**src/rtl/tlc_phase_scheduler.sv**
```systemverilog
// tlc_phase_scheduler: age-aware round-robin phase arbiter with valid/ready offer and phase_done completion.
// Define TLC_EMERG_PREEMPT_EN to add the emerg input (forces NS) and the preempt output.
module tlc_phase_scheduler #(
  parameter int NPH = 5,
  parameter int AGE_W = 4,
  parameter int AGE_LIMIT = 9
) (
  input  logic           clk,
  input  logic           reset,
  input  logic [NPH-1:0] sensor,
  input  logic           grant_ready,
  input  logic           phase_done,
`ifdef TLC_EMERG_PREEMPT_EN
  input  logic           emerg,
  output logic           preempt,
`endif
  output logic           grant_valid,
  output logic [NPH-1:0] grant,
  output logic [NPH-1:0] pending,
  output logic           busy
);
  localparam int PW = $clog2(NPH);
  typedef enum logic [1:0] {IDLE, OFFER, ACTIVE} state_t;
  state_t state, state_n;
  logic [AGE_W-1:0] age [NPH];
  logic [PW-1:0] ptr, ptr_n, idx, gidx;
  logic [NPH-1:0] grant_n, pend_n, win, aged, cand, em;
  logic hs;
`ifdef TLC_EMERG_PREEMPT_EN
  assign em = {emerg, {(NPH-1){1'b0}}};
`else
  assign em = '0;
`endif
  assign grant_valid = state == OFFER;
  assign busy = state == ACTIVE;
  assign hs = state == OFFER && grant_ready;
  assign pend_n = (pending | sensor | em) & ~(hs ? grant : '0);
  // Aged requests take precedence; either way scan upward from ptr with wrap.
  always_comb begin
    win = '0;
    idx = '0;
    for (int i = 0; i < NPH; i++) aged[i] = pending[i] && age[i] >= AGE_W'(AGE_LIMIT);
    cand = |aged ? aged : pending;
    for (int j = NPH - 1; j >= 0; j--) begin
      idx = PW'((int'(ptr) + j) % NPH);
      if (cand[idx]) begin
        win = '0;
        win[idx] = 1'b1;
      end
    end
    if (|em) win = em;
  end
  always_comb begin
    state_n = state;
    grant_n = grant;
    gidx = '0;
    for (int i = 0; i < NPH; i++) if (grant[i]) gidx = PW'(i);
    ptr_n = hs ? (gidx == PW'(NPH - 1) ? '0 : gidx + 1'b1) : ptr;
    if (state == IDLE && |pending) begin
      state_n = OFFER;
      grant_n = win;
    end
    if (hs) state_n = ACTIVE;
    if (state == ACTIVE && phase_done) begin
      state_n = IDLE;
      grant_n = '0;
    end
  end
  always_ff @(posedge clk or posedge reset) begin
    if (reset) begin
      state <= IDLE;
      grant <= '0;
      pending <= '0;
      ptr <= '0;
      for (int i = 0; i < NPH; i++) age[i] <= '0;
    end else begin
      state <= state_n;
      grant <= grant_n;
      pending <= pend_n;
      ptr <= ptr_n;
      for (int i = 0; i < NPH; i++)
        age[i] <= (!pending[i] || (hs && grant[i])) ? '0 : age[i] + {{(AGE_W-1){1'b0}}, ~&age[i]};
    end
  end
`ifdef TLC_EMERG_PREEMPT_EN
  // Early-yellow request for a non-NS phase; dropped once the phase completes.
  always_ff @(posedge clk or posedge reset) begin
    if (reset) preempt <= 1'b0;
    else preempt <= state == ACTIVE && !phase_done && !grant[NPH-1] && (emerg || preempt);
  end
`endif
endmodule

```
**config.mk**
```make
export PLATFORM = sky130hd
export DESIGN_NAME = tlc_phase_scheduler
export DESIGN_NICKNAME = d
export VERILOG_FILES = /design/src/rtl/tlc_phase_scheduler.sv
export SDC_FILE = /design/constraint.sdc
export NUM_CORES = 1
export LEC_CHECK = 0
export BUFFER_PORTS_ARGS = -buffer_cell sky130_fd_sc_hd__buf_2
export CORE_ASPECT_RATIO = 0.6
export CORE_MARGIN = 10
export CORE_UTILIZATION = 55
export DETAILED_ROUTE_END_ITERATION = 10
export PLACE_DENSITY_LB_ADDON = 0.15
export SETUP_SLACK_MARGIN = 0.15
export SYNTH_ARGS = -nofsm -noshare
export SYNTH_HDL_FRONTEND = slang
export SYNTH_SLANG_ARGS = --single-unit
export TNS_END_PERCENT = 10
```
**constraint.sdc**
```tcl
create_clock -name clk -period 10.3 [get_ports clk]
set_input_delay 1.545 -clock clk [delete_from_list [all_inputs] [get_ports clk]]
set_output_delay 1.545 -clock clk [all_outputs]
set_load 0.05 [all_outputs]
```
== Word-level counts from Yosys, hierarchy flattened ==
Cells that the tools add are included.

* Register bits: 35
* Memory bits (writable): 0
* Memories: 0
* Word-level logic and storage cells: 130
* ROM bits: 0
* Bits in latches: 0

* Reduce and logical (&&, ||, !) cells: 43
* Bitwise gates (word level): 3
* Shifts and indexed selects: 0
* Equality and inequality tests: 3
* Add/sub/neg operators: 10
* Div/mod/pow operators: 5
* Magnitude comparators: 15
* Multiply operators: 0
* Mux-type cells: 42

{| class="wikitable"
|+ Operators by type and width
! operator !! count
|-
| modulo 32 x 4 -> 32 bit, second input constant || 4
|-
| two-way mux 5 bit || 9
|-
| modulo 4 x 4 -> 32 bit, second input constant || 1
|-
| adder 4 x 1 -> 4 bit || 5
|-
| >= comparator 4 bit, second input constant || 5
|-
| < comparator 3 x 4 -> 1 bit, second input constant || 5
|-
| two-way mux 4 bit || 5
|-
| AND reduction 4 bit || 5
|-
| logical AND 1 bit || 18
|-
| binary-select mux 1 bit (select 3 bit) || 5
|-
| demux 1 bit (select 3 bit) || 5
|-
| >= comparator 3 x 1 -> 1 bit, second input constant || 5
|-
| two-way mux 3 bit || 4
|-
| two-way mux 1 bit || 11
|-
| logical NOT 1 bit || 10
|-
| OR reduction 5 bit || 2
|-
| adder 3 x 2 -> 4 bit, second input constant || 2
|-
| two-way mux 2 bit || 3
|-
| AND 5 bit || 1
|-
| logical OR 1 bit || 5
|-
| inverter 5 bit || 1
|-
| OR 5 bit || 1
|-
| adder 3 x 1 -> 4 bit, second input constant || 1
|-
| adder 3 x 3 -> 4 bit, second input constant || 1
|-
| 7 further kinds || 7
|}

== Logic depth before layout (Yosys ltp) ==
Gate-level depths: netlist of the first run.

* Depth after elaboration: 13
* Mapped depth: 21

== Worst setup path before layout of the first run ==
No wires, ideal clock.

* Path type: register -> register
* From: reg ptr[0]
* To: reg grant[1]
* Setup time: 0.123 ns
* Cell stages (with the launch flop): 22
* Arrival time: 4.775 ns
* Setup slack: 5.402 ns
* Cells stage by stage: dfrtp_1 > buf_4 > inv_1 > clkbuf_1 > ha_1 > inv_1 > ha_1 > inv_1 > ha_1 > nor3_1 > or3_1 > nand2_1 > ha_1 > inv_1 > o21ai_0 > o32ai_2 > mux2_2 > nor2b_1 > a221o_1 > or3_1 > a41oi_1 > nor2_1

* Cells in the longest elaborated chain, start to end: 13
* Elaborated cells on any way between the ends: 51

{| class="wikitable"
|+ RTL lines
! element !! line !! RTL
|-
| start: declaration || 26 || <nowiki>logic [PW-1:0] ptr, ptr_n, idx, gidx;</nowiki>
|-
| start signal: assignment || 80 || <nowiki>ptr <= ptr_n;</nowiki>
|-
| adder 3 x 3 -> 4 bit || 45 || <nowiki>idx = PW'((int'(ptr) + j) % NPH);</nowiki>
|-
| modulo 32 x 4 -> 32 bit || 45 ||
|-
| < comparator 3 x 4 -> 1 bit (not written as such) / >= comparator 3 x 1 -> 1 bit (equally long branches) || 48 || <nowiki>win[idx] = 1'b1;</nowiki>
|-
| logical AND 1 bit (not written as such) || 48 ||
|-
| two-way mux 1 bit (not written as such) || 48 ||
|-
| demux 1 bit (select 3 bit) || 48 ||
|-
| two-way mux 5 bit (4 in a row) || 46 || <nowiki>if (cand[idx]) begin</nowiki>
|-
| two-way mux 5 bit * || 46 ||
|-
| two-way mux 5 bit * || 59 || <nowiki>if (state == IDLE && |pending) begin</nowiki>
|-
| two-way mux 5 bit * || 64 || <nowiki>if (state == ACTIVE && phase_done) begin</nowiki>
|-
| end signal: assignment || 78 || <nowiki>grant <= grant_n;</nowiki>
|-
| end: declaration || 18 || <nowiki>output logic [NPH-1:0] grant,</nowiki>
|}

Every way passes the cells marked *; elsewhere a longest branch is shown, timed or not. The select of a mux whose other input is x is not followed.
A chain may end at the register's enable or synchronous reset.

== Final worst setup path of the first run ==
Same ends and word-level chain as after synthesis.

==> results.md, run 1 <==
- CTS root buffer: clkbuf_8
- Largest net degree at the start of global routing: 36
- Crit path launch: ptr[0]$_DFFE_PP0P_
- Clock buffer depth: 2
- Post-Route Skew: 0.008743 ns
- #FFs+latches synth: 35
- Port Buffers: 20
- R2r startpoint: ptr[0]$_DFFE_PP0P_
- GRT overflow: 0
- Synth warn: 0
- Synth-to-Final Area Change: 7.454%
- CP endpoint kind: flop
- CTS tree: built
- Final hold vios: 0
- Wire per inst: 17.55 um
- Final wirelength: 9.091 mm
- Worst-Skew Late Latency: 0.30 ns
- DP HPWL: 7.055 mm
- Post-CTS setup buffers: 0
- Drt first pass iters: 5
- Number of remaining DRC errors: 0
- R2r worst-path depth: 20
- Largest area contributor in the netlist: dfrtp_1
- Worst slack at placement: 5.019 ns
- Core area: 6111 um2
- Top cells by area, synth: dfrtp_1 25%, ha_1 13%, nor2_1 4.4%
- Wire length on met1: 4.434 mm
- Rows: 22
- Yosys top cell area share: 0.2521
- CP Max Fanout: 26
- Final net count: 477
- Share of layout cells above drive strength 1: 0.1221
- Max Slew Vio Count: 0
- Num Clock Sinks: 35
- Die footprint: 10,000 um2
- Fin crit share: 0.5189
- Die width: 122.6 um
- Cts hold-fix bufs: 0
- Register area share after synthesis: 0.2521
- Reg2Reg Setup Slack: 4.96 ns
- Syn_area_per_cell: 8.332 um2
- Mapped Nets: 461
- Most used DFF post-synth: dfrtp_1
- First-pass GRT wire length: 15.08 mm
- FMAX: 187.1 MHz
- Clk slew on worst S/H paths: 0.08 ns
- Met2 WL: 3.607 mm
- RSZ-0062 raised after global routing: no
- R2r endpoint: grant[1]$_DFFE_PP0P_
- Initial Utilization: 0.5686
- Routed wl met3: 998 um
- Inserted Clock Buffers: 5
- Min-Delay Path Class: flop to flop
- H-tree levels: 2
- Initial DRC Count: 432
- Slew Limit Headroom: 0.5033
- Post-Route Setup TNS: 0 ns
- Post-synthesis async set-or-reset flop share: 1.000
- Worst slew pin tran: 0.7416 ns
- Max Cap Violations: 0
- Setup WS post-layout: 4.956 ns
- Via count: 3,367
- Die Ht: 81.57 um
- Io pins: 21
- Synth Cell Area: 3475 um2
- Post_cts resized: 0
- ANT cells: 0
- Mapped Cells: 417
- WP data arrival: 5.51 ns
- Vias/cell: 6.500
- Yosys cell types: 73
- Core Util, Final: 0.6110
- EDFF count, synth: 0
- WS Path Type: flop to flop
- Crit path to: grant[1]$_DFFE_PP0P_
- Min Tclk post-route: 5.344 ns
- Vias in the first global route: 3,057
- Setup violators final: 0
- GR Util All Layers: 0.1844
- Startpoint types: flop
- WHS: 0.5937 ns
- Req. time, crit path: 10.47 ns
- Top layer in use: met4
- Status: complete, no violations
- Placer congestion estimate: 0.9922
- DRT antenna net count: 0
- Antenna violations before repair: 0
metal layers:
metal	GRT usage	vias to the layer above
li1	-	1584
met1	0.2723	1605
met2	0.2586	165
met3	0.05822	13
met4	0.02810	0
met5	0	-
flip-flops by register name (all words and copies together), names as in the netlist:
signal	cells
pending	5
grant	5
ptr	3
age	20
state	2
logic make-up (layout without fill, tap and decap cells):
| kind of cell | after synthesis | in the layout | share of synthesized area |
|---|---|---|---|
| simple gates | 154 | 154 | 0.2168 |
| mux | 12 | 12 | 0.03745 |
| flops | 35 | 35 | 0.2521 |
| buf+inv | 36 | 53 | 0.04609 |
| xor+xnor | 19 | 19 | 0.05222 |
| fa+ha+maj | 35 | 35 | 0.1260 |
| compound gates | 126 | 126 | 0.2694 |
how the worst min path moves through the flow:
stage | cells past startpoint | startpoint | endpoint | slack [ns]
2_1_floorplan | 2 | state[1]$_DFFE_PP0P_ | state[1]$_DFFE_PP0P_ | 0.52
3_3_place_gp | 2 | state[0]$_DFFE_PP0P_ | state[0]$_DFFE_PP0P_ | 0.56
3_5_place_dp | 2 | age[7]$_DFF_PP0_ | age[7]$_DFF_PP0_ | 0.57
4_1_cts | 2 | age[7]$_DFF_PP0_ | age[7]$_DFF_PP0_ | 0.59
5_1_grt | 2 | age[3]$_DFF_PP0_ | age[3]$_DFF_PP0_ | 0.63
6_report | 2 | age[3]$_DFF_PP0_ | age[3]$_DFF_PP0_ | 0.59
synthesized netlist by cell type (all sizes together) (7+ instances only):
cell / n
xnor2: 12
xor2: 7
a21oi: 27
inv: 23
o21a: 9
nor3: 13
dfrtp: 35
ha: 35
nand2: 39
nor2: 41
mux2i: 7
clkbuf: 7
nand3: 16
o21ai: 22
and3: 11
placed cells by master, fill, tap and decap left out, drive strengths merged, types with 12 or more instances in the layout:
cell	instances
a21oi	27
buf	22
dfrtp	35
ha	35
inv	23
nand2	39
nand3	16
nor2	41
nor3	13
o21ai	22
xnor2	12
final cells by class:
type                       instances  area [um2]
inverter                          23       86.33
sequential                        35       875.8
timing repair buffer              22       115.1
tap                               84       105.1
multi-input combinational        346        2439
fill                             557        2377
clock inverter                     3       43.79
clock buffer                       5       68.82
through the flow:
stage                     cell area, um2  std cells
final                               3734        518
after detailed placement            3621        510
after CTS                           3734        518
after floorplan                     3475        417
after global routing                3734        518
after global placement              3621        510
worst max-delay path: stages (launching register included):
cell and delay, ns:
dfrtp_1 0.36, buf_4 0.22, inv_1 0.47, ha_1 0.32, inv_1 0.06, ha_1 0.37, inv_1 0.11, ha_1 0.23
nor3_1 0.32, or3_1 0.23, nand2_1 0.11, ha_1 0.25, inv_1 0.06, o21ai_0 0.08, o32ai_2 0.39, mux2_2 0.40
nor2b_1 0.15, a221o_1 0.43, or3_1 0.37, a41oi_1 0.21, nor2_1 0.07
Power of run 1 is left out: the tool's default activity adds up to more than one toggle a clock period on the data nets, which glitch-free logic cannot reach.
==> run 2, diff against run 1 <==
- ABC_AREA: unset -> 1
- clock period: 10.3 -> 4.9 ns (I/O delays scaled with it)
==> run 2 against run 1 <==
First-iteration DRC count decreased by 34%. Cell area increased by 2.3%. Die area increased by 1.4%. Maximum frequency increased by 32%. Critical endpoint is now grant[3]$_DFFE_PP0P_.
==> results.md, run 2 <==
- Largest regs: age (20), grant (5), pending (5)
- CTS root buffer: clkbuf_8
- Wire per inst: 12.88 um
- ANT cells: 0
- Min-Delay Path Class: flop to flop
- Worst slack at placement: 0.9406 ns
- Core area: 6166 um2
- Via count: 3,212
- Synth Cell Area: 3536 um2
- Lkg Pwr: 2.079 nW
- Status: complete, no violations
- Top-count cell post-synth: nand2_1
- Vias in the first global route: 2,858
- Synth warn: 0
- Die footprint: 10,140 um2
- GRT overflow: 0
- Inserted Clock Buffers: 5
- Leading cell type in the layout, fill and taps excluded: nand2_1
- CP max stage delay: 0.50 ns
- HP Start: grant[0]$_DFFE_PP0P_
- Grt met1 use: 0.2614
- Initial Utilization: 0.5735
- Startpoint types: flop
- Post-CTS setup buffers: 0
- CP top delay family: simple AND/OR/NAND/NOR gates
- Number of remaining DRC errors: 0
- #FFs+latches synth: 35
- Vias/cell: 5.098
- Core Util, Final: 0.6195
- H-tree levels: 2
- Post-synthesis async set-or-reset flop share: 1.000
- Syn_area_per_cell: 6.787 um2
- Synth-to-Final Area Change: 8.032%
- Placer congestion estimate: 0.9511
- Max Slew Vio Count: 0
- Register area share after synthesis: 0.2477
- Rows: 22
- Power Dens Cells: 399.9 nW/um2
- WHS: 0.5171 ns
- First-pass GRT wire length: 13.78 mm
- Post-Route Skew: 0.004083 ns
- WS Path Type: flop to flop
- Drt first pass iters: 4
- Reg2Reg Setup Slack: 0.86 ns
- Post-Route Setup TNS: 0 ns
- Clk slew on worst S/H paths: 0.07 ns
- Most used DFF post-synth: dfrtp_1
- EDFF count, synth: 0
- Antenna violations before repair: 0
- Clock buffer depth: 2
- Top cells by area, synth: dfrtp_1 25%, nand2_1 15%, ha_1 12%
- Fin crit share: 0.8243
- Io pins: 21
- R2r startpoint: ptr[1]$_DFFE_PP0P_
- Setup violators final: 0
- Non-Filler Instances: 630
- R2r worst-path depth: 28
- Largest register by flop count: age
- Post_cts resized: 0
- DRT antenna net count: 0
- Yosys cell types: 40
- R2r endpoint: grant[3]$_DFFE_PP0P_
- Initial DRC Count: 283
- Buffer and inverter count on the worst path: 5
- Cell count after placement: 623
- Final wirelength: 8.112 mm
- Max reg flops: 20
- Global Route met2 Usage: 0.2203
- Most used cell, CP: nand2_1
- WP data arrival: 4.22 ns
- Worst slew pin tran: 0.5800 ns
- CP endpoint kind: flop
- Grt met3 use: 0.05285
- Max VDD drop: 0.0002387 V
- Mapped Cells: 521
- Die Ht: 82.11 um
- RSZ-0062 raised after global routing: no
- Port Buffers: 20
- Most frequent cells in the layout: 145 x nand2_1, 77 x inv_1, 56 x nor2_1
- Final hold vios: 0
- Worst-Skew Late Latency: 0.29 ns
- Max Cap Violations: 0
- Slew Limit Headroom: 0.6133
- Min Tclk post-route: 4.039 ns
- Req. time, crit path: 5.08 ns
- GR Util All Layers: 0.1688
- DP HPWL: 6.556 mm
- Yosys top cell area share: 0.2477
- CP Max Fanout: 10
- Setup WS post-layout: 0.8607 ns
- Mapped Nets: 565
- Final net count: 590
- Largest net degree at the start of global routing: 36
- Hold depth: 2
- Num Clock Sinks: 35
- Die width: 123.5 um
- Fillers: 552
- FMAX: 247.6 MHz
- Worst hold endpoint: grant[0]$_DFFE_PP0P_
- Cts hold-fix bufs: 0
- Most frequent cells after synthesis: 145 x nand2_1, 77 x inv_1, 56 x nor2_1
- GR peak layer: met1
- CTS tree: built
- Largest area contributor in the netlist: dfrtp_1
- Share of layout cells above drive strength 1: 0.1538
- CP max-delay cell: dfrtp_1
==> run 2: worst reg2reg max path: cells and delay by family (launching register included) <==
kind                     cells  cell delay, ns
AND/OR/NAND/NOR             17            1.23
adder cells (fa/ha/maj)      4            1.05
buffers and inverters        5            0.63
flip-flops                   1            0.50
XOR/XNOR                     1            0.27
AO/OA/AOI/OAI                1            0.25
==> run 2: final cells by class <==
type	instances	area [um2]	area share
Clock buffer	6	82.58	0.02162
Clock inverter	1	5.005	0.001310
Inverter	85	319.1	0.08352
Multi-Input combinational cell	397	2317	0.6066
Sequential cell	35	875.8	0.2293
Tap cell	84	105.1	0.02751
Timing Repair Buffer	22	115.1	0.03013
==> run 2: cell families (layout without fill, tap and decap cells) <==
logic type,after synthesis,count (layout),share of synthesized area
xor gates and xnor gates,19,19,0.06405
AOI/OAI and AO/OA,41,41,0.07607
buffers and inverters,89,114,0.09696
and+or+nand+nor,302,302,0.3914
adders and majority gates,35,35,0.1238
DFF,35,35,0.2477
==> run 2: how the worst max path moves through the flow <==
stage | end | depth (start not counted) | from
6_report | grant[3]$_DFFE_PP0P_ | 28 | ptr[1]$_DFFE_PP0P_
5_1_grt | grant[3]$_DFFE_PP0P_ | 28 | ptr[1]$_DFFE_PP0P_
4_1_cts | grant[3]$_DFFE_PP0P_ | 28 | ptr[1]$_DFFE_PP0P_
3_5_place_dp | grant[3]$_DFFE_PP0P_ | 28 | ptr[1]$_DFFE_PP0P_
3_3_place_gp | grant[3]$_DFFE_PP0P_ | 28 | ptr[1]$_DFFE_PP0P_
2_1_floorplan | grant[2]$_DFFE_PP0P_ | 28 | ptr[1]$_DFFE_PP0P_
==> run 2: where the power goes <==
group / internal (mW) / leakage, nW / switching, mW / total [mW]
combinational: 0.321 / 1.67 / 0.524 / 0.845
sequential: 0.382 / 0.365 / 0.0854 / 0.468
clock: 0.110 / 0.0470 / 0.104 / 0.215
total: 0.814 / 2.08 / 0.714 / 1.53
==> run 2: layer usage <==
| layer | routed length, um | share of wire |
|---|---|---|
| met1 | 4483 | 0.55 |
| met2 | 2996 | 0.37 |
| met3 | 600 | 0.074 |
| met4 | 31 | 0.0038 |
| met5 | 0 | 0 |
==> run 2: metrics by stage <==
step                instance area, um2  power (mW)
finish                            3820       1.528
detailed placement                3732       1.304
global route                      3820       1.702
global placement                  3732       1.280
CTS                               3820       1.521
floorplan                         3536       1.124
Power figures use the tool's default switching activity.
